[config.mk]
export PLATFORM = sky130hd
export DESIGN_NAME = rr_grant_ctrl_flat
export DESIGN_NICKNAME = d
export VERILOG_FILES = /design/src/rtl/rr_grant_ctrl_pkg.sv /design/src/rtl/rr_grant_ctrl_if.sv /design/src/rtl/rr_grant_ctrl_pick.sv /design/src/rtl/rr_grant_ctrl.sv /design/src/flat_wrapper.sv
export SDC_FILE = /design/constraint.sdc
export NUM_CORES = 1
export LEC_CHECK = 0
export BUFFER_PORTS_ARGS = -buffer_cell sky130_fd_sc_hd__buf_2
export CORE_MARGIN = 5
export CORE_UTILIZATION = 55
export CTS_BUF_LIST = sky130_fd_sc_hd__clkbuf_8 sky130_fd_sc_hd__clkbuf_16
export DETAILED_ROUTE_END_ITERATION = 6
export HOLD_SLACK_MARGIN = 0.15
export MAX_ROUTING_LAYER = met4
export PLACE_DENSITY = 0.79
export SYNTH_ARGS = -nofsm -noshare
export SYNTH_HDL_FRONTEND = slang
export SYNTH_SLANG_ARGS = --single-unit
[constraint.sdc]
create_clock -name clk -period 2.6 [get_ports clk]
set_clock_uncertainty 0.05 [all_clocks]
set_input_delay 0.52 -clock clk [delete_from_list [all_inputs] [get_ports clk]]
set_output_delay 0.52 -clock clk [all_outputs]
set_load 0.005 [all_outputs]
[src/rtl/rr_grant_ctrl_pkg.sv]
// Shared types and helpers for the round-robin grant controller.
package rr_grant_pkg;

    typedef enum logic [1:0] {
        IDLE    = 2'd0,
        GRANT   = 2'd1,
        RELEASE = 2'd2
    } rr_state_e;

    // Successor of idx in a ring of n requesters.
    function automatic int rr_next_idx(input int idx, input int n);
        return (idx + 1 >= n) ? 0 : idx + 1;
    endfunction

endpackage

[src/rtl/rr_grant_ctrl_if.sv]
// Request/grant bundle between the requesters (master) and the arbiter (slave).
interface rr_grant_ctrl_if #(
    parameter int NUM_REQ = 4
);
    localparam int IDX_W = $clog2(NUM_REQ);

    logic [NUM_REQ-1:0] req;
    logic [NUM_REQ-1:0] gnt;
    logic [IDX_W-1:0]   gnt_idx;
    logic               busy;
    logic               forced;

    modport master (output req, input gnt, gnt_idx, busy, forced);
    modport slave  (input req, output gnt, gnt_idx, busy, forced);
endinterface

[src/rtl/rr_grant_ctrl_pick.sv]
// Combinational rotate-priority picker: first asserted request scanning up from prio_i, wrapping.
module rr_pick
    import rr_grant_pkg::*;
#(
    parameter int NUM_REQ = 4,
    localparam int IDX_W  = $clog2(NUM_REQ)
) (
    input  logic [NUM_REQ-1:0] req_i,
    input  logic [IDX_W-1:0]   prio_i,
    output logic [IDX_W-1:0]   idx_o,
    output logic               valid_o
);

    logic [IDX_W-1:0] cand;

    always_comb begin
        idx_o   = '0;
        valid_o = 1'b0;
        cand    = prio_i;
        for (int i = 0; i < NUM_REQ; i++) begin
            if (!valid_o && req_i[cand]) begin
                idx_o   = cand;
                valid_o = 1'b1;
            end
            cand = IDX_W'(rr_next_idx(int'(cand), NUM_REQ));
        end
    end

endmodule

[src/rtl/rr_grant_ctrl.sv]
// Round-robin hold-until-release arbiter with a per-grant hold limit.
// Optional embedded properties: define RR_GRANT_CTRL_ASSERTIONS_EN.
module rr_grant_ctrl
    import rr_grant_pkg::*;
#(
    parameter int NUM_REQ  = 4,
    parameter int MAX_HOLD = 8
) (
    input  logic           clk,
    input  logic           rst_n,
    rr_grant_ctrl_if.slave bus
);

    localparam int IDX_W  = $clog2(NUM_REQ);
    localparam int HOLD_W = $clog2(MAX_HOLD + 1);

    rr_state_e          state_q, state_d;
    logic [NUM_REQ-1:0] gnt_q, gnt_d;
    logic [IDX_W-1:0]   gnt_idx_q, gnt_idx_d;
    logic [IDX_W-1:0]   prio_q, prio_d;
    logic [HOLD_W-1:0]  hold_q, hold_d;
    logic               forced_q, forced_d;

    logic [IDX_W-1:0]   pick_idx;
    logic               pick_valid;

    rr_pick #(.NUM_REQ(NUM_REQ)) u_pick (
        .req_i   (bus.req),
        .prio_i  (prio_q),
        .idx_o   (pick_idx),
        .valid_o (pick_valid)
    );

    always_ff @(posedge clk) begin
        if (!rst_n) begin
            state_q   <= IDLE;
            gnt_q     <= '0;
            gnt_idx_q <= '0;
            prio_q    <= '0;
            hold_q    <= '0;
            forced_q  <= 1'b0;
        end else begin
            state_q   <= state_d;
            gnt_q     <= gnt_d;
            gnt_idx_q <= gnt_idx_d;
            prio_q    <= prio_d;
            hold_q    <= hold_d;
            forced_q  <= forced_d;
        end
    end

    always_comb begin
        state_d   = state_q;
        gnt_d     = gnt_q;
        gnt_idx_d = gnt_idx_q;
        prio_d    = prio_q;
        hold_d    = hold_q;
        forced_d  = 1'b0;
        unique case (state_q)
            IDLE: begin
                if (pick_valid) begin
                    state_d   = GRANT;
                    gnt_d     = NUM_REQ'(1) << pick_idx;
                    gnt_idx_d = pick_idx;
                    hold_d    = HOLD_W'(1);
                end
            end
            GRANT: begin
                // A dropped request takes precedence over the hold limit, so forced stays low.
                if (!bus.req[gnt_idx_q] || hold_q == HOLD_W'(MAX_HOLD)) begin
                    forced_d  = bus.req[gnt_idx_q];
                    state_d   = RELEASE;
                    gnt_d     = '0;
                    gnt_idx_d = '0;
                    hold_d    = '0;
                    prio_d    = IDX_W'(rr_next_idx(int'(gnt_idx_q), NUM_REQ));
                end else begin
                    hold_d = hold_q + HOLD_W'(1);
                end
            end
            RELEASE: state_d = IDLE;
            default: state_d = IDLE;
        endcase
    end

    assign bus.gnt     = gnt_q;
    assign bus.gnt_idx = gnt_idx_q;
    assign bus.busy    = |gnt_q;
    assign bus.forced  = forced_q;

`ifdef RR_GRANT_CTRL_ASSERTIONS_EN
    
    

    
    
    
    
    
    

    for (genvar g = 0; g < NUM_REQ; g++) begin : g_cov
        
    end
`else
    // Properties compiled out; behaviour is unchanged.
`endif

endmodule

[src/flat_wrapper.sv]
// flat-port wrapper written by rule: the top's interface ports become plain ports
module rr_grant_ctrl_flat import rr_grant_pkg::*;
#(
    parameter int NUM_REQ  = 4,
    parameter int MAX_HOLD = 8
)
  (clk, rst_n, bus_req, bus_gnt, bus_gnt_idx, bus_busy, bus_forced);
  rr_grant_ctrl_if #(.NUM_REQ(NUM_REQ)) bus_i ();
  input  logic clk;
  input  logic rst_n;
  input wire logic [$bits(bus_i.req)-1:0] bus_req;
  output wire logic [$bits(bus_i.gnt)-1:0] bus_gnt;
  output wire logic [$bits(bus_i.gnt_idx)-1:0] bus_gnt_idx;
  output wire logic [$bits(bus_i.busy)-1:0] bus_busy;
  output wire logic [$bits(bus_i.forced)-1:0] bus_forced;
  assign bus_i.req = bus_req;
  assign bus_gnt = bus_i.gnt;
  assign bus_gnt_idx = bus_i.gnt_idx;
  assign bus_busy = bus_i.busy;
  assign bus_forced = bus_i.forced;
  rr_grant_ctrl #(.NUM_REQ(NUM_REQ), .MAX_HOLD(MAX_HOLD)) u_core (.clk(clk), .rst_n(rst_n), .bus(bus_i));
endmodule
==> out/results.tsv, run 1 <==
metric	value	unit
Die ar.	0.003202	sq mm
simple-gate share of the synthesized area	24.42	%
number of flops mapped to enable cells by yosys	0	
WS Path Type	reg -> reg	
WL/cell	15.21	um
first-pass GRT wire length	4450	um
via count of the first global-routing pass	993	
initial core utilization	59.03	%
Least-Margin Pin Slew	440.5	ps
Via Count	1055	
mapped cell area	0.001194	sq mm
max-slew violations	0	
clock root buffer	clkbuf_8	
cell row count	16	
Synth Area in Adders	4.193	%
nets	157	
drt drc	0	
Register Area	300.3	sq um
Layout Cells excl Fill	173	
Fmax	0.4250	GHz
Buffers on Ports	13	
crit start category	flop	
Post-DRT Antenna Nets	0	
vias per cell	6.098	
count of final setup violators	0	
DR iter-0 viols	40	
Final period util	90.50	%
max_slew headroom	70.24	%
post-synth top area share	25.16	%
Hold WS	423.9	ps
crit path cell chain	ha_2 > mux2i_1 > mux2i_2 > nor2_1 > and3_1 > o31a_1 > a22o_1	
syn_area_per_cell	8.842	sq um
Setup TNS	0	ps
CTS tree	built	
GPL Wtd Cong	0.8239	
post-synthesis register bit count	15	
slowest cell delay on critical path	480	ps
Clock Latency Late Sink	250	ps
Core Area	0.002022	sq mm
DP Wirelength	1930	um
multi-input logic area	803.3	sq um
post-synth top area cell	dfxtp_1	
Hold Fails Final Rpt	0	
# fillers	180	
RSZ-0062 raised after global routing	no	
maximum vdd ir drop	0.6035	mV
post-CTS sizing	0	
initial antenna violation count	0	
maxcap violations	0	
Num CTS Buffers	3	
fraction of registers with async set/reset	0	%
maximum root-to-sink buffer count	2	
status	finished clean	
Crit Path Max Fanout	14	
post-CTS setup buffers	0	
Mapped Cells	135	
CP max-delay cell	ha_2	
largest net degree at the start of global routing	23	
main combinational cell family by area after synthesis	compound AO/OA/AOI/OAI gates	
# IOs	14	
synth warn	0	
chip height	56.59	um
Pwr Total	1.059	mW
Critical Path RT	2690	ps
share of cells above drive strength 1	20.55	%
DP Worst Slack	161.4	ps
P per Cell Area	828.0	mW/mm^2
multiplexer share of the synthesized area	11.43	%
htree depth	1	
Area contributors post-synth	dfxtp_1, mux2i_1, mux4_1	
GRT Total Usage	17.56	%
post-synthesis compound-gate area fraction	26.31	%
library cells used by synthesis	48	
grt ovf	0	
area grow syn2layout	7.128	%
Seq/Total Area, Yosys	25.16	%
placed cells	169	
Lkg Pwr	0.5135	nW
Top FF cell, synth	dfxtp_1	
CTS Hold Bufs	0	
Syn Nets	145	
CTS Sinks	15	
post-route setup slack	247.1	ps
Data arrival, critical path	2450	ps
final wirelength	2631	um
ANT cells	0	
crit end category	flop	
final period demand of the worst path	2353	ps
Hold Path Class	reg -> reg	
Die Span X	56.59	um
Synth Area in XOR/XNOR	0.7338	%
Clock transition at path regs	60	ps
TritonRoute pass-1 iters	4	
-- report_power, final --
group | internal, mW | switching (mW)
clock | 0.106 | 0.0827
sequential | 0.279 | 0.0485
combinational | 0.245 | 0.297
total | 0.630 | 0.429
-- cell usage in the layout, fill, tap and decap left out, types with 4 or more instances in the layout --
master / netlist / final
a21oi_1: 6 / 6
buf_2: 1 / 13
dfxtp_1: 15 / 15
inv_1: 4 / 4
mux2i_1: 7 / 7
nand2_1: 14 / 14
nor2_1: 14 / 14
nor3_1: 4 / 4
o21ai_0: 5 / 5
-- flip-flops by register name, summed over array words and instances, names as in the netlist --
signal              cells
u_core.prio_q           2
u_core.state_q          2
u_core.bus.gnt          4
u_core.hold_q           4
u_core.bus.forced       1
u_core.bus.gnt_idx      2
-- cell type report --
cell class | instances | area share, %
timing repair buffer | 15 | 6.262
clock buffer | 3 | 3.229
sequential | 15 | 23.48
multi-input combinational | 108 | 62.82
inverter | 4 | 1.174
clock inverter | 1 | 0.3914
tap | 27 | 2.642
-- cells in the mapped netlist, drive strengths merged, types with 2 or more instances --
library cell  instances
nor2                 14
o211a                 2
nor3                  4
nand2b                3
nand3                 3
or3                   2
nor2b                 3
o211ai                3
a32o                  2
ha                    4
nor4bb                2
buf                   7
and3                  3
a21oi                 6
nand2                14
o21ai                 7
and2                  2
mux4                  2
o22ai                 2
a22o                  3
inv                   4
dfxtp                15
mux2i                 8
o2bb2ai               3
-- cells by family (layout without fill, tap and decap cells) --
family / count (synthesis) / count (layout)
xor gates and xnor gates: 1 / 1
adders and majority gates: 4 / 4
muxes: 10 / 10
buffers and inverters: 12 / 23
DFF: 15 / 15
and+or+nand+nor: 56 / 56
AOI/OAI and AO/OA: 37 / 37
-- path summary, 6_finish.rpt --
check                      endpoint         startpoint  slack, ps  cells after the start
hold reg to reg   u_core.bus.gnt[3]  u_core.bus.gnt[3]        420                      1
hold / removal    u_core.bus.gnt[3]  u_core.bus.gnt[3]        420                      1
setup reg to reg  u_core.bus.gnt[2]   u_core.prio_q[1]        250                      7
setup / recovery  u_core.bus.gnt[2]   u_core.prio_q[1]        250                      7
-- per-stage QoR --
step,utilization (%),area [sq um]
final,63.24,1279
after CTS,63.12,1276
after global placement,60.83,1230
after floorplan,-,1194
after global routing,63.24,1279
after detailed placement,60.83,1230
-- metal layers --
metal / global-route usage, % / share of wire (%) / vias to the layer above / wire length (um)
met5: - / 0 / - / 0
met4: 2.034 / 0.27 / 0 / 7
met3: 4.587 / 6.0 / 2 / 157
met2: 28.55 / 49 / 30 / 1280
met1: 22.48 / 45 / 494 / 1185
li1: - / - / 529 / -
-- worst max-delay path: cells and delay by family, from the launching register on --
kind	cells	cell delay, ps
multiplexers	2	470
adder cells (fa/ha/maj)	1	480
AND/OR/NAND/NOR	2	310
flip-flops	1	320
AO/OA/AOI/OAI	2	620
(Power assumes the default switching activity.)
==> run 2: changes to the inputs <==
--- a/config.mk
+++ b/config.mk
@@ -6,6 +6,7 @@
 export NUM_CORES = 1
 export LEC_CHECK = 0
 export BUFFER_PORTS_ARGS = -buffer_cell sky130_fd_sc_hd__buf_2
+export CORE_ASPECT_RATIO = 0.7
 export CORE_MARGIN = 5
 export CORE_UTILIZATION = 55
 export CTS_BUF_LIST = sky130_fd_sc_hd__clkbuf_8 sky130_fd_sc_hd__clkbuf_16
==> run 2 against run 1 <==
Compared with the run above: sequential cell count stayed put; global-route usage up 0.47 points; core utilization is 2.6 points lower; non-clock buffer count stayed put; clock-buffer cell count stayed put; wire length is 0.19% higher; hold slack improved by 7.3 ps; clock power about the same; critical endpoint is now u_core.bus.gnt_idx[0].
==> out/results.tsv, run 2 (synthesis gave the netlist of run 1 again) <==
metric	value	unit	change
Clock Latency Late Sink	250	ps	about the same
Setup TNS	0	ps	unchanged
grt ovf	0		unchanged
crit start category	flop		
maximum root-to-sink buffer count	2		unchanged
htree depth	1		unchanged
Die ar.	0.003217	sq mm	+0.46%
vias per cell	6.306		+3.4%
max_slew headroom	73.26	%	+3.0 points
Hold Fails Final Rpt	0		unchanged
Hold Path Class	reg -> reg		
Via Count	1072		+1.6%
Clock transition at path regs	60	ps	about the same
largest net degree at the start of global routing	23		unchanged
maximum vdd ir drop	0.3743	mV	-38%
# IOs	14		unchanged
final wirelength	2636	um	+0.19%
WS Path Type	reg -> reg		
share of cells above drive strength 1	20.55	%	unchanged
Critical Path RT	2700	ps	about the same
post-CTS setup buffers	0		unchanged
RSZ-0062 raised after global routing	no		
cell row count	14		-2
placed cells	166		-1.8%
status	finished clean		
most frequent cells in the layout	dfxtp_1, nand2_1, nor2_1		
max-slew violations	0		unchanged
Lkg Pwr	0.5135	nW	unchanged
DR iter-0 viols	46		+15%
CTS tree	built		
area grow syn2layout	6.813	%	
Least-Margin Pin Slew	395.8	ps	-44.71 ps
drt drc	0		unchanged
DP Wirelength	1986	um	+2.9%
clock root buffer	clkbuf_8		
crit end category	flop		
nets	157		unchanged
internal reg-to-reg setup slack	190	ps	-60 ps
GPL Wtd Cong	0.8383		+1.7%
first-pass GRT wire length	4353	um	-2.2%
ANT cells	0		unchanged
Placed Area	0.001226	sq mm	-0.30%
maxcap violations	0		unchanged
Data arrival, critical path	2510	ps	+60 ps
count of final setup violators	0		unchanged
chip height	48.98	um	-13%
post-CTS sizing	0		unchanged
P per Cell Area	837.6	mW/mm^2	+1.2%
via count of the first global-routing pass	953		-4.0%
Num CTS Buffers	3		unchanged
Crit Path Max Fanout	14		unchanged
Core Area	0.002102	sq mm	+4.0%
TritonRoute pass-1 iters	4		unchanged
CTS Hold Bufs	0		unchanged
Post-DRT Antenna Nets	0		unchanged
CTS Sinks	15		unchanged
Finished Cell Area	0.001275	sq mm	-0.29%
GRT Total Usage	18.03	%	+0.47 points
final period demand of the worst path	2415	ps	+61.88 ps
Fmax	0.4141	GHz	-2.6%
initial antenna violation count	0		unchanged
Buffers on Ports	13		unchanged
Pwr Total	1.068	mW	+0.87%
Layout Cells excl Fill	170		-1.7%
initial core utilization	56.79	%	-2.2 points
Die Span X	65.68	um	+16%
Final period util	92.88	%	+2.4 points
most common cell after layout, fill and taps aside	dfxtp_1		
WL/cell	15.51	um	+2.0%
==> run 2: path summary, 6_finish.rpt <==
check	cells past startpoint	startpoint	end
setup / recovery	7	u_core.prio_q[1]	u_core.bus.gnt_idx[0]
hold / removal	1	u_core.bus.gnt[3]	u_core.bus.gnt[3]
setup reg to reg	7	u_core.prio_q[1]	u_core.bus.gnt_idx[0]
hold reg to reg	1	u_core.bus.gnt[3]	u_core.bus.gnt[3]
==> run 2: stage by stage <==
stage / hold slack (ps) / util, % / worst slack, ps
6_report: 431.2 / 60.65 / 185.2
5_1_grt: 456.6 / 60.65 / 73.08
2_1_floorplan: 418.9 / - / 410.0
3_5_place_dp: 420.8 / 58.33 / 82.27
4_1_cts: 434.6 / 60.54 / 58.32
3_3_place_gp: 425.9 / 58.33 / 188.2
==> run 2: critical path: stages, from the launching register on <==
cell and delay (ps):
dfxtp_1 310, ha_2 490, mux2i_1 170, mux2i_2 330
nor2b_1 90, a221o_1 410, o211ai_2 220, a21bo_1 230
==> run 2: power by group <==
part	internal [mW]	leakage (nW)	total [mW]	switching [mW]
combinational	0.246	0.365	0.551	0.305
sequential	0.279	0.123	0.327	0.0485
clock	0.106	0.0255	0.190	0.0839
total	0.631	0.514	1.07	0.437
==> run 2: layout make-up <==
type,count,area [sq um]
Clock buffer,3,41.29
Clock inverter,1,5.005
Fill cell,183,827.0
Inverter,4,15.01
Multi-Input combinational cell,108,803.3
Sequential cell,15,300.3
Tap cell,24,30.03
Timing Repair Buffer,15,80.08
==> run 2: layer usage <==
metal  part of all wire, %  GRT usage, %  vias up
met4                   1.3         6.207        0
li1                      -             -      529
met3                   4.3         4.839        4
met1                    50         23.60      512
met5                     0             -        -
met2                    45         26.62       27
